==> src/rtl/wb_pkg.sv <==
`default_nettype none
// ============================================================================
// Module      : wb_pkg
// Description : Shared types and constants for the register-file writeback
//               path: result width, register address width, bank encoding,
//               the FIFO payload struct and the arbiter source encoding.
// Revision    : 1.0 - initial release
// ============================================================================
package wb_pkg;

    localparam int XLEN       = 64;
    localparam int REG_ADDR_W = 5;

    // Register-bank select carried with every result.
    localparam logic BANK_INT = 1'b0;
    localparam logic BANK_FP  = 1'b1;

    typedef struct packed {
        logic [REG_ADDR_W-1:0] rd;
        logic                  fp;
        logic [XLEN-1:0]       data;
    } wb_entry_t;

    // Which source FIFO won arbitration.
    typedef enum logic [0:0] {
        SRC_EX = 1'b0,
        SRC_LD = 1'b1
    } wb_src_e;

    // x0 is hard-wired to zero, so writes to it are dropped; f0 is a real
    // register and is not affected.
    function automatic logic is_x0(input wb_entry_t e);
        return (e.fp == BANK_INT) && (e.rd == '0);
    endfunction

endpackage
`default_nettype wire

==> src/rtl/wb_fifo.sv <==
`default_nettype none
// ============================================================================
// Module      : wb_fifo
// Description : Small synchronous FIFO holding writeback entries for one
//               result source. Head entry is visible combinationally.
//               Ports: clk, rst_n (async active-low), push/push_entry,
//               pop, head, full, empty.
// Revision    : 1.0 - initial release
// ============================================================================
module wb_fifo
    import wb_pkg::*;
#(
    parameter int DEPTH = 4            // power of two, >= 2
) (
    input  logic      clk,
    input  logic      rst_n,
    input  logic      push,
    input  wb_entry_t push_entry,
    input  logic      pop,
    output wb_entry_t head,
    output logic      full,
    output logic      empty
);

    localparam int c_PTR_W = $clog2(DEPTH);
    localparam logic [c_PTR_W:0] c_FULL_COUNT = (c_PTR_W + 1)'(DEPTH);

    logic [c_PTR_W-1:0] r_wr_ptr;
    logic [c_PTR_W-1:0] r_rd_ptr;
    logic [c_PTR_W:0]   r_count;
    wb_entry_t          r_mem [DEPTH];

    logic w_push;
    logic w_pop;

    // Flags come only from the registered occupancy, so a full FIFO refuses
    // a push even when a pop happens in the same cycle.
    assign full   = (r_count == c_FULL_COUNT);
    assign empty  = (r_count == '0);
    assign w_push = push & ~full;
    assign w_pop  = pop & ~empty;
    assign head   = r_mem[r_rd_ptr];

    always_ff @(posedge clk or negedge rst_n) begin
        if (!rst_n) begin
            r_wr_ptr <= '0;
            r_rd_ptr <= '0;
            r_count  <= '0;
        end else begin
            // Pointers wrap naturally because DEPTH is a power of two.
            if (w_push) begin
                r_wr_ptr <= r_wr_ptr + 1'b1;
            end
            if (w_pop) begin
                r_rd_ptr <= r_rd_ptr + 1'b1;
            end
            case ({w_push, w_pop})
                2'b10:   r_count <= r_count + 1'b1;
                2'b01:   r_count <= r_count - 1'b1;
                default: r_count <= r_count;
            endcase
        end
    end

    // Storage needs no reset: an entry is only read after it was written.
    always_ff @(posedge clk) begin
        if (w_push) begin
            r_mem[r_wr_ptr] <= push_entry;
        end
    end

endmodule
`default_nettype wire

==> src/rtl/writeback_unit.sv <==
`default_nettype none
// ============================================================================
// Module      : writeback_unit
// Description : Register-file write-side initiator. Buffers completed results
//               from the execute and load paths in one FIFO each, arbitrates
//               round-robin between the FIFO heads, drops integer x0 writes
//               and drives the single register-file write port.
//               Ports: clk, rst_n (async active-low);
//                 ex_valid/ex_ready/ex_rd/ex_fp/ex_data  execute source
//                 ld_valid/ld_ready/ld_rd/ld_fp/ld_data  load source
//                 wb_en/wb_fp/wb_rd/wb_data              write port
//                 wb_count                               writes issued (wraps)
// Revision    : 1.0 - initial release
// ============================================================================
module writeback_unit
    import wb_pkg::*;
#(
    parameter int XLEN  = wb_pkg::XLEN,   // must match the package width
    parameter int DEPTH = 4                // entries per source FIFO
) (
    input  logic                  clk,
    input  logic                  rst_n,

    input  logic                  ex_valid,
    output logic                  ex_ready,
    input  logic [REG_ADDR_W-1:0] ex_rd,
    input  logic                  ex_fp,
    input  logic [XLEN-1:0]       ex_data,

    input  logic                  ld_valid,
    output logic                  ld_ready,
    input  logic [REG_ADDR_W-1:0] ld_rd,
    input  logic                  ld_fp,
    input  logic [XLEN-1:0]       ld_data,

    output logic                  wb_en,
    output logic                  wb_fp,
    output logic [REG_ADDR_W-1:0] wb_rd,
    output logic [XLEN-1:0]       wb_data,
    output logic [31:0]           wb_count
);

    wb_entry_t w_ex_in;
    wb_entry_t w_ld_in;
    wb_entry_t w_ex_head;
    wb_entry_t w_ld_head;
    logic      w_ex_full;
    logic      w_ex_empty;
    logic      w_ld_full;
    logic      w_ld_empty;
    logic      w_ex_pop;
    logic      w_ld_pop;

    logic      w_grant_valid;
    wb_src_e   w_grant_src;
    wb_entry_t w_grant_entry;
    logic      w_grant_write;

    wb_src_e               r_last_grant;
    logic                  r_wb_en;
    logic                  r_wb_fp;
    logic [REG_ADDR_W-1:0] r_wb_rd;
    logic [XLEN-1:0]       r_wb_data;
    logic [31:0]           r_wb_count;

    assign w_ex_in  = '{rd: ex_rd, fp: ex_fp, data: ex_data};
    assign w_ld_in  = '{rd: ld_rd, fp: ld_fp, data: ld_data};
    assign ex_ready = ~w_ex_full;
    assign ld_ready = ~w_ld_full;

    wb_fifo #(.DEPTH(DEPTH)) u_ex_fifo (
        .clk        (clk),
        .rst_n      (rst_n),
        .push       (ex_valid & ex_ready),
        .push_entry (w_ex_in),
        .pop        (w_ex_pop),
        .head       (w_ex_head),
        .full       (w_ex_full),
        .empty      (w_ex_empty)
    );

    wb_fifo #(.DEPTH(DEPTH)) u_ld_fifo (
        .clk        (clk),
        .rst_n      (rst_n),
        .push       (ld_valid & ld_ready),
        .push_entry (w_ld_in),
        .pop        (w_ld_pop),
        .head       (w_ld_head),
        .full       (w_ld_full),
        .empty      (w_ld_empty)
    );

    // Arbiter: a lone non-empty source always wins; with both pending the
    // source that did not win last time goes next.
    always_comb begin
        w_grant_valid = 1'b0;
        w_grant_src   = SRC_EX;
        if (!w_ex_empty && !w_ld_empty) begin
            w_grant_valid = 1'b1;
            w_grant_src   = (r_last_grant == SRC_EX) ? SRC_LD : SRC_EX;
        end else if (!w_ld_empty) begin
            w_grant_valid = 1'b1;
            w_grant_src   = SRC_LD;
        end else if (!w_ex_empty) begin
            w_grant_valid = 1'b1;
            w_grant_src   = SRC_EX;
        end
    end

    assign w_ex_pop      = w_grant_valid && (w_grant_src == SRC_EX);
    assign w_ld_pop      = w_grant_valid && (w_grant_src == SRC_LD);
    assign w_grant_entry = (w_grant_src == SRC_LD) ? w_ld_head : w_ex_head;
    // An x0 entry still consumes its grant slot but never reaches the port.
    assign w_grant_write = w_grant_valid && !is_x0(w_grant_entry);

    always_ff @(posedge clk or negedge rst_n) begin
        if (!rst_n) begin
            r_last_grant <= SRC_EX;
            r_wb_en      <= 1'b0;
            r_wb_fp      <= BANK_INT;
            r_wb_rd      <= '0;
            r_wb_data    <= '0;
            r_wb_count   <= '0;
        end else begin
            r_wb_en <= w_grant_write;
            if (w_grant_valid) begin
                r_last_grant <= w_grant_src;
                r_wb_fp      <= w_grant_entry.fp;
                r_wb_rd      <= w_grant_entry.rd;
                r_wb_data    <= w_grant_entry.data;
            end
            if (w_grant_write) begin
                r_wb_count <= r_wb_count + 32'd1;
            end
        end
    end

    assign wb_en    = r_wb_en;
    assign wb_fp    = r_wb_fp;
    assign wb_rd    = r_wb_rd;
    assign wb_data  = r_wb_data;
    assign wb_count = r_wb_count;

endmodule
`default_nettype wire

==> config.mk <==
export PLATFORM = sky130hd
export DESIGN_NAME = writeback_unit
export DESIGN_NICKNAME = d
export VERILOG_FILES = /design/src/rtl/wb_pkg.sv /design/src/rtl/wb_fifo.sv /design/src/rtl/writeback_unit.sv
export SDC_FILE = /design/constraint.sdc
export NUM_CORES = 1
export LEC_CHECK = 0
export ABC_AREA = 1
export BUFFER_PORTS_ARGS = -buffer_cell sky130_fd_sc_hd__buf_2
export CAP_MARGIN = 20
export CORE_UTILIZATION = 40
export DETAILED_ROUTE_END_ITERATION = 12
export HOLD_SLACK_MARGIN = 0.06
export MAX_ROUTING_LAYER = met4
export PLACE_DENSITY_LB_ADDON = 0.1
export SLEW_MARGIN = 20
export SYNTH_ARGS = -nofsm -noshare
export SYNTH_HDL_FRONTEND = slang
export SYNTH_HIERARCHICAL = 1
export SYNTH_SLANG_ARGS = --single-unit
==> constraint.sdc <==
create_clock -name clk -period 7.1 [get_ports clk]
set_input_delay 0.71 -clock clk [delete_from_list [all_inputs] [get_ports clk]]
set_output_delay 0.71 -clock clk [all_outputs]
set_load 0.1 [all_outputs]
==> summary.txt <==
Status
  • Status: finished clean

Worst setup path
  • Startpoint Class: flip-flop
  • R2R Path End: wb_count[0]$_DFFE_PN0P_
  • R2R depth: 12
  • FF-to-FF setup slack: a little over 3 ns
  • CP Cell Sequence: inv_8 > buf_4 > nand2_1 > o211ai_2 > nand2_1 > nand2_1 > nand2_1 > nor2_1 > nand3_2 > nand2_4 > nand2_1 > nand2_1
  • RR Startpoint: u_ex_fifo/r_rd_ptr[0]$_DFFE_PN0P_
  • Worst-path fanout max: between 100 and 150
  • Top delay family on crit path: simple AND/OR/NAND/NOR gates
  • Critical Path AT: 4.61 ns
  • Max stage delay on crit path: 0.83 ns
  • Slowest-stage cell, CP: buf_4
  • Req. time, crit path: roughly 7.6 ns
  • Critical path's most frequent cell: nand2_1
  • Setup CP Type: reg2reg
  • Crit. End Element: flip-flop
  • WP buf/inv: 2

Clocking
  • Post-CTS Setup Repair Bufs: 0
  • CTS tree: done
  • Number of CTS-inserted buffers: 77
  • Post_cts resized: 0
  • Clock Latency Late Sink: 0.62 ns
  • CTS max path bufs: 3
  • Clk Tree Root Cell: clkbuf_16
  • H-tree levels: 3
  • CTS Hold Bufs: 0
  • CTS clk-pin slew, worst paths: 0.06 ns
  • CTS sink count: slightly below 700

STA
  • Final hold vios: 0
  • Final Critical Period: 4.07 ns
  • F_max: 0.245 GHz
  • Endpoints failing setup: 0
  • Max-slew headroom: 0.356
  • Period utilization: 0.574
  • Worst-margin pin slew: 0.966 ns
  • Unrepaired setup endpoints after global routing: no
  • Clock Skew: 0.0245 ns
  • Max-slew violations: 0
  • Setup ws final: 3.03 ns
  • Total negative slack: 0 ns

Layout
  • Footprint of the multi-input gates: 0.00703 sq mm
  • Layout Area Growth over Synthesis: 15.1%
  • Seq. cell area: 0.0198 sq mm
  • Layout cells sized above 1: 0.173
  • # fillers: about 6600
  • Final Instance Area: between 0.03 and 0.04 sq mm
  • Nets: 2879

Floorplan
  • FP Rows: 98
  • Core Area: 0.0715 sq mm
  • Ports: about 250
  • Die span in x: 271 um
  • Starting Density: 0.404
  • Die Y: 271 um
  • Die ar.: 0.0733 sq mm

Pwr
  • VDD IR max: 0.000338 V
  • P per Cell Area: 478 mW/mm^2
  • Leak Pwr: 13.9 nW
  • Tot Pwr: 15.9 mW

Logic synthesis
  • Cell count after synthesis: 2495
  • Mean area per synthesized cell: approximately 12 sq um
  • Most used DFF post-synth: edfxtp_1
  • Number of synthesized flops with an enable pin: 560
  • Synth Cell Area: 0.0289 sq mm
  • Cell taking the most area after synthesis: edfxtp_1
  • Share of the synthesized area in the top cell type: 0.582
  • Synth cell count leaders: nand2_1, edfxtp_1, inv_1
  • Most numerous cell in the Yosys netlist: nand2_1
  • Seq cells post-synth: 678
  • Synth area leaders: edfxtp_1, nand2_1, dfrtp_1, o211ai_1, inv_1
  • Post-synth cell types: 29
  • Synth Net Count: approximately 2700
  • Yosys warns: 6
  • Register area share after synthesis: 0.685
  • Share of synthesized registers carrying an async set or reset: 0.174

Global route
  • Busiest metal layer after global routing: met2
  • Largest net degree at the start of global routing: 169
  • Initial antenna violation count: 25
  • GRT Overall Usage: 0.204
  • First-pass GRT wire length: 110000 um
  • GR Layer Usage met1: 0.261
  • Met3 Use GR: 0.0379
  • Vias in the first global route: 18000
  • M2 GR Usage: 0.336
  • Total gr overflow: 0

Route
  • Post-DRT Antenna Nets: 0
  • # DRC: 0
  • Avg WL per Cell: 19.3 um
  • Via/cell ratio: 4.85
  • Drt first pass iters: 5
  • Drt first-iter violations: 1190
  • Final wirelength: about 72000 um
  • Vias: roughly 18000

Place
  • Cell area after placement: just over 0.03 sq mm
  • DP HPWL: 44700 um
  • Port bufs: roughly 250
  • Place WS: 3.08 ns
  • Gpl congestion: between 0.8 and 0.9

Run
  • Maxcap violations: 0

Min path
  • Hold Path Class: in2async
cell usage in the layout, fill, tap and decap left out, types with 3 or more instances in the layout:
cell,instances
bufinv_16,4
inv_2,8
inv_1,322
clkinvlp_4,3
nand3_1,117
clkbuf_8,6
ha_1,11
xnor2_1,7
nand2_4,3
nand3b_1,15
nand4_1,3
o211ai_1,211
a31oi_1,6
diode_2,17
buf_4,22
o21ai_0,5
xor2_1,8
nor2_1,60
buf_2,247
nand2_1,827
edfxtp_1,560
clkinv_1,6
clkinv_2,13
nor2_4,9
dfrtp_1,116
o211ai_2,69
clkbuf_16,81
clkbuf_1,27
worst reg2reg max path, cell delays in order, from the launching register on:
cell and delay [ns]:
dfrtp_1 0.45, inv_8 0.56, buf_4 0.90, nand2_1 0.19, o211ai_2 0.11, nand2_1 0.09
nand2_1 0.09, nand2_1 0.06, nor2_1 0.12, nand3_2 0.61, nand2_4 0.64, nand2_1 0.10
nand2_1 0.08
per-layer routing:
layer	routed length, um	share of wire	vias up
met5	0	0	-
met4	1120	0.015	0
met3	3900	0.054	86
met2	35600	0.49	375
met1	31800	0.44	8805
li1	-	-	8936
logic make-up (layout without fill, tap and decap cells):
logic type      Yosys count  count (layout)  synth area share
simple gates           1038            1038             0.144
flops                   678             678             0.685
buf+inv                 460             750            0.0741
compound gates          291             291            0.0869
xor+xnor                 15              15           0.00455
fa+ha+maj                13              13           0.00615
other cells               0              17                 0
flip-flops by register name, summed over array words and instances, names as in the netlist, 2 cells and up:
register and flops:
u_ex_fifo/r_rd_ptr 2, wb_rd 5, u_ex_fifo/r_wr_ptr 2, u_ex_fifo/r_count 3
u_ld_fifo/r_count 3, wb_data 64, u_ld_fifo/r_wr_ptr 2, u_ld_fifo/r_mem 280
wb_count 32, u_ld_fifo/r_rd_ptr 2, u_ex_fifo/r_mem 280
per-stage QoR:
stage               cells  hold slack [ns]   util
global placement     3593            0.466  0.429
finish               3752            0.115  0.465
global route         3749            0.159  0.465
detailed placement   3593            0.465  0.429
CTS                  3735            0.143  0.464
floorplan            2495            0.414      -
area by class of cell:
type | count | area share
diodes | 17 | 0.00128
clock buffers | 114 | 0.0665
clock inverters | 28 | 0.00839
inverters | 337 | 0.0387
multi-input cells | 1357 | 0.211
flip-flops and latches | 678 | 0.595
well taps | 950 | 0.0358
repair buffers | 271 | 0.0428
worst max path at each step:
stage | cells past startpoint | slack [ns] | start | end
after CTS | 12 | 3.06 | u_ex_fifo/r_rd_ptr[0]$_DFFE_PN0P_ | wb_count[7]$_DFFE_PN0P_
after floorplan | 4 | 2.62 | ex_valid | u_ex_fifo/r_mem[0][0]$_DFFE_PP_
after global placement | 12 | 3.11 | u_ex_fifo/r_rd_ptr[0]$_DFFE_PN0P_ | wb_count[30]$_DFFE_PN0P_
final | 12 | 3.03 | u_ex_fifo/r_rd_ptr[0]$_DFFE_PN0P_ | wb_count[0]$_DFFE_PN0P_
after global routing | 12 | 2.64 | u_ex_fifo/r_rd_ptr[0]$_DFFE_PN0P_ | wb_count[10]$_DFFE_PN0P_
after detailed placement | 12 | 3.08 | u_ex_fifo/r_rd_ptr[0]$_DFFE_PN0P_ | wb_count[7]$_DFFE_PN0P_
where the power goes:
part | internal, mW | switching (mW)
sequential | 5.34 | 0.411
clock | 2.31 | 1.58
combinational | 1.37 | 4.89
total | 9.02 | 6.88
No activity file was read; power rests on OpenSTA's default activity.
